### src/rtl/mix_bist_if.sv
// BIST handshake and data bundle between the mix pattern/response harness and mix_bist_ctrl.
interface mix_bist_if #(
  parameter int PAT_W  = 7,
  parameter int RSP_W  = 16,
  parameter int MISR_W = 16
);
  logic              start;
  logic              abort;
  logic [RSP_W-1:0]  rsp_i;
  logic [PAT_W-1:0]  pat_o;
  logic              busy;
  logic              done;
  logic              pass;
  logic [MISR_W-1:0] sig_o;

  modport master (output start, abort, rsp_i, input pat_o, busy, done, pass, sig_o);
  modport slave  (input start, abort, rsp_i, output pat_o, busy, done, pass, sig_o);
endinterface

### src/rtl/mix_bist_ctrl.sv
// BIST controller for the mix netlist: Galois LFSR pattern source, Galois MISR
// response compactor, and a three-state run sequencer with golden-signature check.
module mix_bist_ctrl #(
  parameter int                PAT_W     = 7,
  parameter int                RSP_W     = 16,
  parameter int                MISR_W    = 16,
  parameter int                NPAT      = 100,
  parameter logic [PAT_W-1:0]  LFSR_POLY = 7'h60,
  parameter logic [PAT_W-1:0]  LFSR_SEED = 7'h01,
  parameter logic [MISR_W-1:0] MISR_POLY = 16'hB400,
  parameter logic [MISR_W-1:0] GOLDEN    = 16'h0000
) (
  input  logic     clk,
  input  logic     rst,
  mix_bist_if.slave bus
);

  localparam int CNT_W = $clog2(NPAT + 1);
  localparam logic [CNT_W-1:0] LAST = CNT_W'(NPAT - 1);

  typedef enum logic [1:0] {IDLE, RUN, DONE} state_t;

  state_t            state, state_nxt;
  logic [PAT_W-1:0]  pat_q, pat_nxt;
  logic [MISR_W-1:0] sig_q, sig_nxt;
  logic [CNT_W-1:0]  cnt_q, cnt_nxt;

  function automatic logic [PAT_W-1:0] lfsr_step(input logic [PAT_W-1:0] s);
    return (s >> 1) ^ (s[0] ? LFSR_POLY : '0);
  endfunction

  function automatic logic [MISR_W-1:0] misr_step(input logic [MISR_W-1:0] m,
                                                  input logic [RSP_W-1:0]  r);
    return (m >> 1) ^ (m[0] ? MISR_POLY : '0) ^ MISR_W'(r);
  endfunction

  always_ff @(posedge clk or posedge rst) begin
    if (rst) begin
      state <= IDLE;
      pat_q <= '0;
      sig_q <= '0;
      cnt_q <= '0;
    end else begin
      state <= state_nxt;
      pat_q <= pat_nxt;
      sig_q <= sig_nxt;
      cnt_q <= cnt_nxt;
    end
  end

  always_comb begin
    state_nxt = state;
    pat_nxt   = pat_q;
    sig_nxt   = sig_q;
    cnt_nxt   = cnt_q;
    case (state)
      IDLE, DONE: begin
        // A restart from DONE discards the previous signature.
        if (bus.start) begin
          state_nxt = RUN;
          pat_nxt   = LFSR_SEED;
          sig_nxt   = '0;
          cnt_nxt   = '0;
        end
      end
      RUN: begin
        if (bus.abort) begin
          state_nxt = IDLE;
          pat_nxt   = '0;
          sig_nxt   = '0;
          cnt_nxt   = '0;
        end else begin
          // The last pattern's response is folded in on the same edge that ends the run.
          sig_nxt = misr_step(sig_q, bus.rsp_i);
          cnt_nxt = cnt_q + CNT_W'(1);
          if (cnt_q == LAST) begin
            state_nxt = DONE;
            pat_nxt   = '0;
          end else begin
            pat_nxt   = lfsr_step(pat_q);
          end
        end
      end
      default: begin
        state_nxt = IDLE;
        pat_nxt   = '0;
        sig_nxt   = '0;
        cnt_nxt   = '0;
      end
    endcase
  end

  assign bus.pat_o = pat_q;
  assign bus.sig_o = sig_q;
  assign bus.busy  = (state == RUN);
  assign bus.done  = (state == DONE);
  assign bus.pass  = (state == DONE) && (sig_q == GOLDEN);

endmodule

### src/flat_wrapper.sv
// flat-port wrapper written by rule: the top's interface ports become plain ports
module mix_bist_ctrl_flat 
#(
  parameter int                PAT_W     = 7,
  parameter int                RSP_W     = 16,
  parameter int                MISR_W    = 16,
  parameter int                NPAT      = 100,
  parameter logic [PAT_W-1:0]  LFSR_POLY = 7'h60,
  parameter logic [PAT_W-1:0]  LFSR_SEED = 7'h01,
  parameter logic [MISR_W-1:0] MISR_POLY = 16'hB400,
  parameter logic [MISR_W-1:0] GOLDEN    = 16'h0000
)
  (clk, rst, bus_start, bus_abort, bus_rsp_i, bus_pat_o, bus_busy, bus_done, bus_pass, bus_sig_o);
  mix_bist_if #(.PAT_W(PAT_W), .RSP_W(RSP_W), .MISR_W(MISR_W)) bus_i ();
  input  logic clk;
  input  logic rst;
  input wire logic [$bits(bus_i.start)-1:0] bus_start;
  input wire logic [$bits(bus_i.abort)-1:0] bus_abort;
  input wire logic [$bits(bus_i.rsp_i)-1:0] bus_rsp_i;
  output wire logic [$bits(bus_i.pat_o)-1:0] bus_pat_o;
  output wire logic [$bits(bus_i.busy)-1:0] bus_busy;
  output wire logic [$bits(bus_i.done)-1:0] bus_done;
  output wire logic [$bits(bus_i.pass)-1:0] bus_pass;
  output wire logic [$bits(bus_i.sig_o)-1:0] bus_sig_o;
  assign bus_i.start = bus_start;
  assign bus_i.abort = bus_abort;
  assign bus_i.rsp_i = bus_rsp_i;
  assign bus_pat_o = bus_i.pat_o;
  assign bus_busy = bus_i.busy;
  assign bus_done = bus_i.done;
  assign bus_pass = bus_i.pass;
  assign bus_sig_o = bus_i.sig_o;
  mix_bist_ctrl #(.PAT_W(PAT_W), .RSP_W(RSP_W), .MISR_W(MISR_W), .NPAT(NPAT), .LFSR_POLY(LFSR_POLY), .LFSR_SEED(LFSR_SEED), .MISR_POLY(MISR_POLY), .GOLDEN(GOLDEN)) u_core (.clk(clk), .rst(rst), .bus(bus_i));
endmodule
### config.mk
export PLATFORM = sky130hd
export DESIGN_NAME = mix_bist_ctrl_flat
export DESIGN_NICKNAME = d
export VERILOG_FILES = /design/src/rtl/mix_bist_if.sv /design/src/rtl/mix_bist_ctrl.sv /design/src/flat_wrapper.sv
export SDC_FILE = /design/constraint.sdc
export NUM_CORES = 1
export LEC_CHECK = 0
export CORE_MARGIN = 1
export CORE_UTILIZATION = 45
export DETAILED_ROUTE_END_ITERATION = 6
export PLACE_DENSITY = 0.82
export SLEW_MARGIN = 20
export SYNTH_ARGS = -nofsm -noshare
export SYNTH_HDL_FRONTEND = slang
export SYNTH_SLANG_ARGS = --single-unit
### constraint.sdc
create_clock -name clk -period 3.3 [get_ports clk]
set_input_delay 0.33 -clock clk [delete_from_list [all_inputs] [get_ports clk]]
set_output_delay 0.33 -clock clk [all_outputs]
set_load 0.01 [all_outputs]
# Word-level counts from Yosys, hierarchy flattened
# Index checks and enable logic that the tools add are counted.
dict set report totals {
  ff_bits 32
  in_bits 20
  out_inout_bits 26
  elab_cells 34
}
dict set report classes {
  n_addsub 1
  n_eq_ne 5
  mux 16
  bitwise_logic 3
  reduce_logical 5
}
# cell n
set op_table {}
lappend op_table {{$mux 16} 3}
lappend op_table {{$mux 7} 6}
lappend op_table {{$pmux 16 s2} 1}
lappend op_table {{$pmux 7 s2} 2}
lappend op_table {{$logic_not 16->1} 1}
lappend op_table {{$xor 15x16->16} 1}
lappend op_table {{$xor 16x16->16} 1}
lappend op_table {{$add 7x1->7 const B} 1}
lappend op_table {{$eq 7x7->1 const B} 1}
lappend op_table {{$xor 6x7->7} 1}
lappend op_table {{$mux 2} 3}
lappend op_table {{$pmux 2 s2} 1}
lappend op_table {{$ne 3x2->1 const B} 1}
lappend op_table {{$eq 2x1->1 const B} 1}
lappend op_table {{$eq 2x2->1 const B} 1}
lappend op_table {{$logic_not 2->1} 1}
lappend op_table {{$ne 2x2->1 const B} 1}
lappend op_table {{$reduce_and 2->1} 1}
lappend op_table {{$reduce_or 2->1} 1}
lappend op_table {{$logic_and 1x1->1} 1}

# Depth between registers and ports, before layout
dict set report logic_depth {
  depth_word 5
  mapped_depth 4
  ltp_nobuf 4
}

# Worst setup path before layout
# No wires, ideal clock.
dict set report synth_timing {
  path_kind {flip-flop to flip-flop}
  from {register u_core.state[0]}
  to {register u_core.cnt_q[5]}
  setup_time_ns 0.070
  arrival_ns 1.363
  required_ns 3.230
  path_slack_ns 1.867
  path_stages_with_launch 4
  path_buffers 0
  period_less_slack_ns 1.433
  path_cell_list {dfrtp_1 -> or3b_4 -> or4_1 -> nand3_1}
}
dict set report synth_between {
  elab_chain_len 3
  elab_cells_between_ends 6
  cone_classes {3 x eq/ne; 1 x mux; 2 x reduce/logical}
}
# item line_no
set synth_rtl {}
lappend synth_rtl {{start: declaration} mix_bist_ctrl.sv:23} ;# state_t state, state_nxt;
lappend synth_rtl {{start signal: assignment} mix_bist_ctrl.sv:44} ;# state <= state_nxt;
lappend synth_rtl {{$eq 2x2->1 or $logic_not 2->1 (tied branches)} mix_bist_ctrl.sv:56} ;# case (state)
lappend synth_rtl {{$reduce_or 2->1} mix_bist_ctrl.sv:56}
lappend synth_rtl {{$pmux 7 s2 or $ne 2x2->1 (tied branches)} n/a}
lappend synth_rtl {{end signal: assignment} mix_bist_ctrl.sv:47} ;# cnt_q <= cnt_nxt;
lappend synth_rtl {{end: declaration} mix_bist_ctrl.sv:26} ;# logic [CNT_W-1:0] cnt_q, cnt_nxt;
# Several ways; a longest one is shown, not always the timed one.
# A chain may end at the register's enable or synchronous reset.

# Final worst setup path
dict set report layout_timing {
  from {register u_core.sig_q[4] (netlist: u_core.bus.sig_o[4])}
  to {output bus_pass}
}
dict set report layout_between {
  elab_chain_len 2
}
# item line_no
set layout_rtl {}
lappend layout_rtl {{start: declaration} mix_bist_ctrl.sv:25} ;# logic [MISR_W-1:0] sig_q, sig_nxt;
lappend layout_rtl {{start signal: assignment} mix_bist_ctrl.sv:46} ;# sig_q <= sig_nxt;
lappend layout_rtl {{$logic_not 16->1} mix_bist_ctrl.sv:97} ;# assign bus.pass = (state == DONE) && (sig_q == GOLDEN);
lappend layout_rtl {{$logic_and 1x1->1} mix_bist_ctrl.sv:97}
lappend layout_rtl {{end: declaration} flat_wrapper.sv:23} ;# output wire logic [$bits(bus_i.pass)-1:0] bus_pass;
# Every way passes these cells.

==> reports/qor.yml <==
run_status:
  status: "complete, no violations"
synth:
  synth_edf_count: 0
  syn_nets: 164
  syn_inst: 143
  ys.flop_type: "dfrtp_1"
  synth_warnings: 0
  async_flop_share: 1.00
  ys_top_cells_by_area: "dfrtp_1 54%, xnor2_1 9.5%, o21ai_0 7.1%, nand2_1 5.3%, a22o_1 4.7%"
  synth_cell_types: 28
  synth_top_area_frac: 0.542
  post_synth.cell_area_avg_um2: 10.3
  synth.cell_area_um2: 1480
  synth_top_cell_by_area: "dfrtp_1"
  ys_seq_area_frac: 0.542
  ys_seq_elements: 32
cts:
  cts.sinks: 32
  postCtsHoldBufs: 0
  cts_htree_levels: 2
  cts-root-buf: "clkbuf_4"
  path_clk_slew_ns: 0.10
  numCtsBuffers: 5
  cts_tree: "built"
  cts_setup_buffers: 0
  ctsResizeCount: 0
  insertion_delay_ns: 0.33
  clock_path_buffers: 2
global_routing:
  grt_max_degree: 27
  grt_pass1_wl_um: 5740
  grt_use_total: 0.223
  antenna_found_initial: 0
  grt_pass1_vias: 1277
  grt-ovfl-total: 0
sta:
  rsz0062_at_grt: "no"
  worstMarginPinSlew_ns: 0.877
  report.final.hold_viol_count: 0
  fmax_mhz: 449
  period_share: 0.674
  fin_crit_ns: 2.23
  finalSetupViolCount: 0
  relSlewSlack: 0.415
  skew_ns: 0.00842
  tns_ns: 0
  maxSlewViolCount: 0
worst_setup_path:
  critPathCaptureType: "output port"
  path_max_fanout: 4
  crit_chain: "nor4_1, nand3_1, nor2_1, clkdlybuf4s50_1"
  critPathLaunchType: "flip-flop"
  reg2reg_depth: 3
  crit_required_ns: 2.97
  critPathKind: "flip-flop to output port"
  max_stage_delay_ns: 0.54
  crit_slowest_cell: "clkdlybuf4s50_1"
  cp.arrival_ns: 1.90
placement:
  dp_cells: 229
  gp_congestion: 0.824
  portBuffers: 45
  hpwl_um: 2460
final_layout:
  fillerInstances: 245
  synthToLayoutAreaGrowth_pct: 38.1
  final_cells: 237
  final_common_cell: "clkdlybuf4s50_1"
  diodes: 0
  fin_nets: 213
  final_cell_mix: "45 x clkdlybuf4s50_1, 32 x dfrtp_1, 21 x nand2_1, 21 x o21ai_0, 16 x xnor2_1"
  drive_gt1_frac: 0.0674
routing:
  wirelength_um: 3430
  num_vias: 1280
  ant_nets: 0
  drc: 0
  post_drt_wl_per_cell_um: 14.5
  first_pass_iters: 4
  via_per_inst: 5.40
  first_iter_violations: 74
floorplanning:
  die_h_um: 59.3
  die_area_um2: 3510
  core_um2: 3080
  ios: 46
  fp.dieW_um: 59.3
  row_count: 20
  start_util: 0.480
pwr:
  power_density_nw_per_um2: 470
  leakagePower_nw: 0.864
  peakVddDrop_mv: 0.252
job:
  max-cap-violations: 0
worst_hold_path:
  hold_class: "input port to asynchronous set/reset pin"
## routing by layer
layer  global-route usage  vias up  share of wire
li1                     -      596              -
met1                0.283      631           0.44
met2                0.360       47           0.50
met3               0.0459        6          0.053
met4                0.112        0          0.010
met5                    0        -              0
## layout make-up
type | count | area (um^2) | share of cell area
Clock inverter | 2 | 10.0 | 0.00491
Tap cell | 44 | 55.1 | 0.0270
Clock buffer | 6 | 51.3 | 0.0252
Multi-Input combinational cell | 103 | 646 | 0.317
Sequential cell | 32 | 801 | 0.393
Inverter | 3 | 11.3 | 0.00552
Timing Repair Buffer | 47 | 465 | 0.228
## registers in the layout, indices dropped and copies added, names as in the netlist
signal	count
u_core.bus.sig_o	16
u_core.bus.pat_o	7
u_core.cnt_q	7
u_core.state	2
## worst paths after layout
path,startpoint,slack [ns],endpoint
setup / recovery,u_core.bus.sig_o[4]$_DFFE_PP0P_,1.07,bus_pass
hold / removal,rst,0.48,u_core.cnt_q[0]$_DFFE_PP0P_
setup reg to reg,u_core.state[0]$_DFFE_PP0P_,1.64,u_core.cnt_q[5]$_DFFE_PP0P_
hold reg to reg,u_core.cnt_q[6]$_DFFE_PP0P_,0.50,u_core.cnt_q[6]$_DFFE_PP0P_
max in group asynchronous,rst,2.16,u_core.bus.pat_o[6]$_DFFE_PP0P_
min in group clk,u_core.cnt_q[6]$_DFFE_PP0P_,0.50,u_core.cnt_q[6]$_DFFE_PP0P_
## cell usage after synthesis (2+ instances only)
| cell | instances |
|---|---|
| inv_1 | 3 |
| o21ai_0 | 21 |
| clkbuf_1 | 5 |
| dfrtp_1 | 32 |
| a22o_1 | 8 |
| xor2_1 | 4 |
| nand3_1 | 4 |
| a31oi_1 | 2 |
| nor4_1 | 4 |
| nor2b_1 | 2 |
| nand2_1 | 21 |
| nor2_1 | 4 |
| a21o_1 | 2 |
| xnor2_1 | 16 |
| a21oi_1 | 2 |
## worst max-delay path: cells and delay by family, from the launching register on
kind                   cells  cell delay [ns]
AND/OR/NAND/NOR            3             0.60
buffers and inverters      1             0.54
flip-flops                 1             0.43
## power breakdown
| part | leakage [nW] | switching (mW) | internal, mW | total [mW] |
|---|---|---|---|---|
| combinational | 0.395 | 0.105 | 0.141 | 0.246 |
| sequential | 0.431 | 0.0506 | 0.431 | 0.481 |
| clock | 0.0380 | 0.130 | 0.101 | 0.232 |
| total | 0.864 | 0.286 | 0.673 | 0.960 |
## kinds of logic after synthesis
group / count (synthesis) / synth area share
flip-flops: 32 / 0.542
XOR/XNOR: 20 / 0.119
AND/OR/NAND/NOR: 43 / 0.143
AO/OA/AOI/OAI: 39 / 0.167
buffers and inverters: 8 / 0.0203
adder cells (fa/ha/maj): 1 / 0.00847
## per-stage QoR
stage / utilization / setup WS, ns / hold WS, ns / power, mW / instance area [um^2]
after global placement: 0.643 / 1.36 / 0.459 / 0.728 / 1980
after floorplan: - / 1.87 / 0.444 / 0.607 / 1480
after detailed placement: 0.643 / 1.30 / 0.483 / 0.735 / 1980
after global routing: 0.663 / 0.962 / 0.521 / 1.01 / 2040
final: 0.663 / 1.07 / 0.477 / 0.960 / 2040
after CTS: 0.663 / 1.06 / 0.496 / 0.971 / 2040
Note: power is estimated with default switching activity, not from simulation.
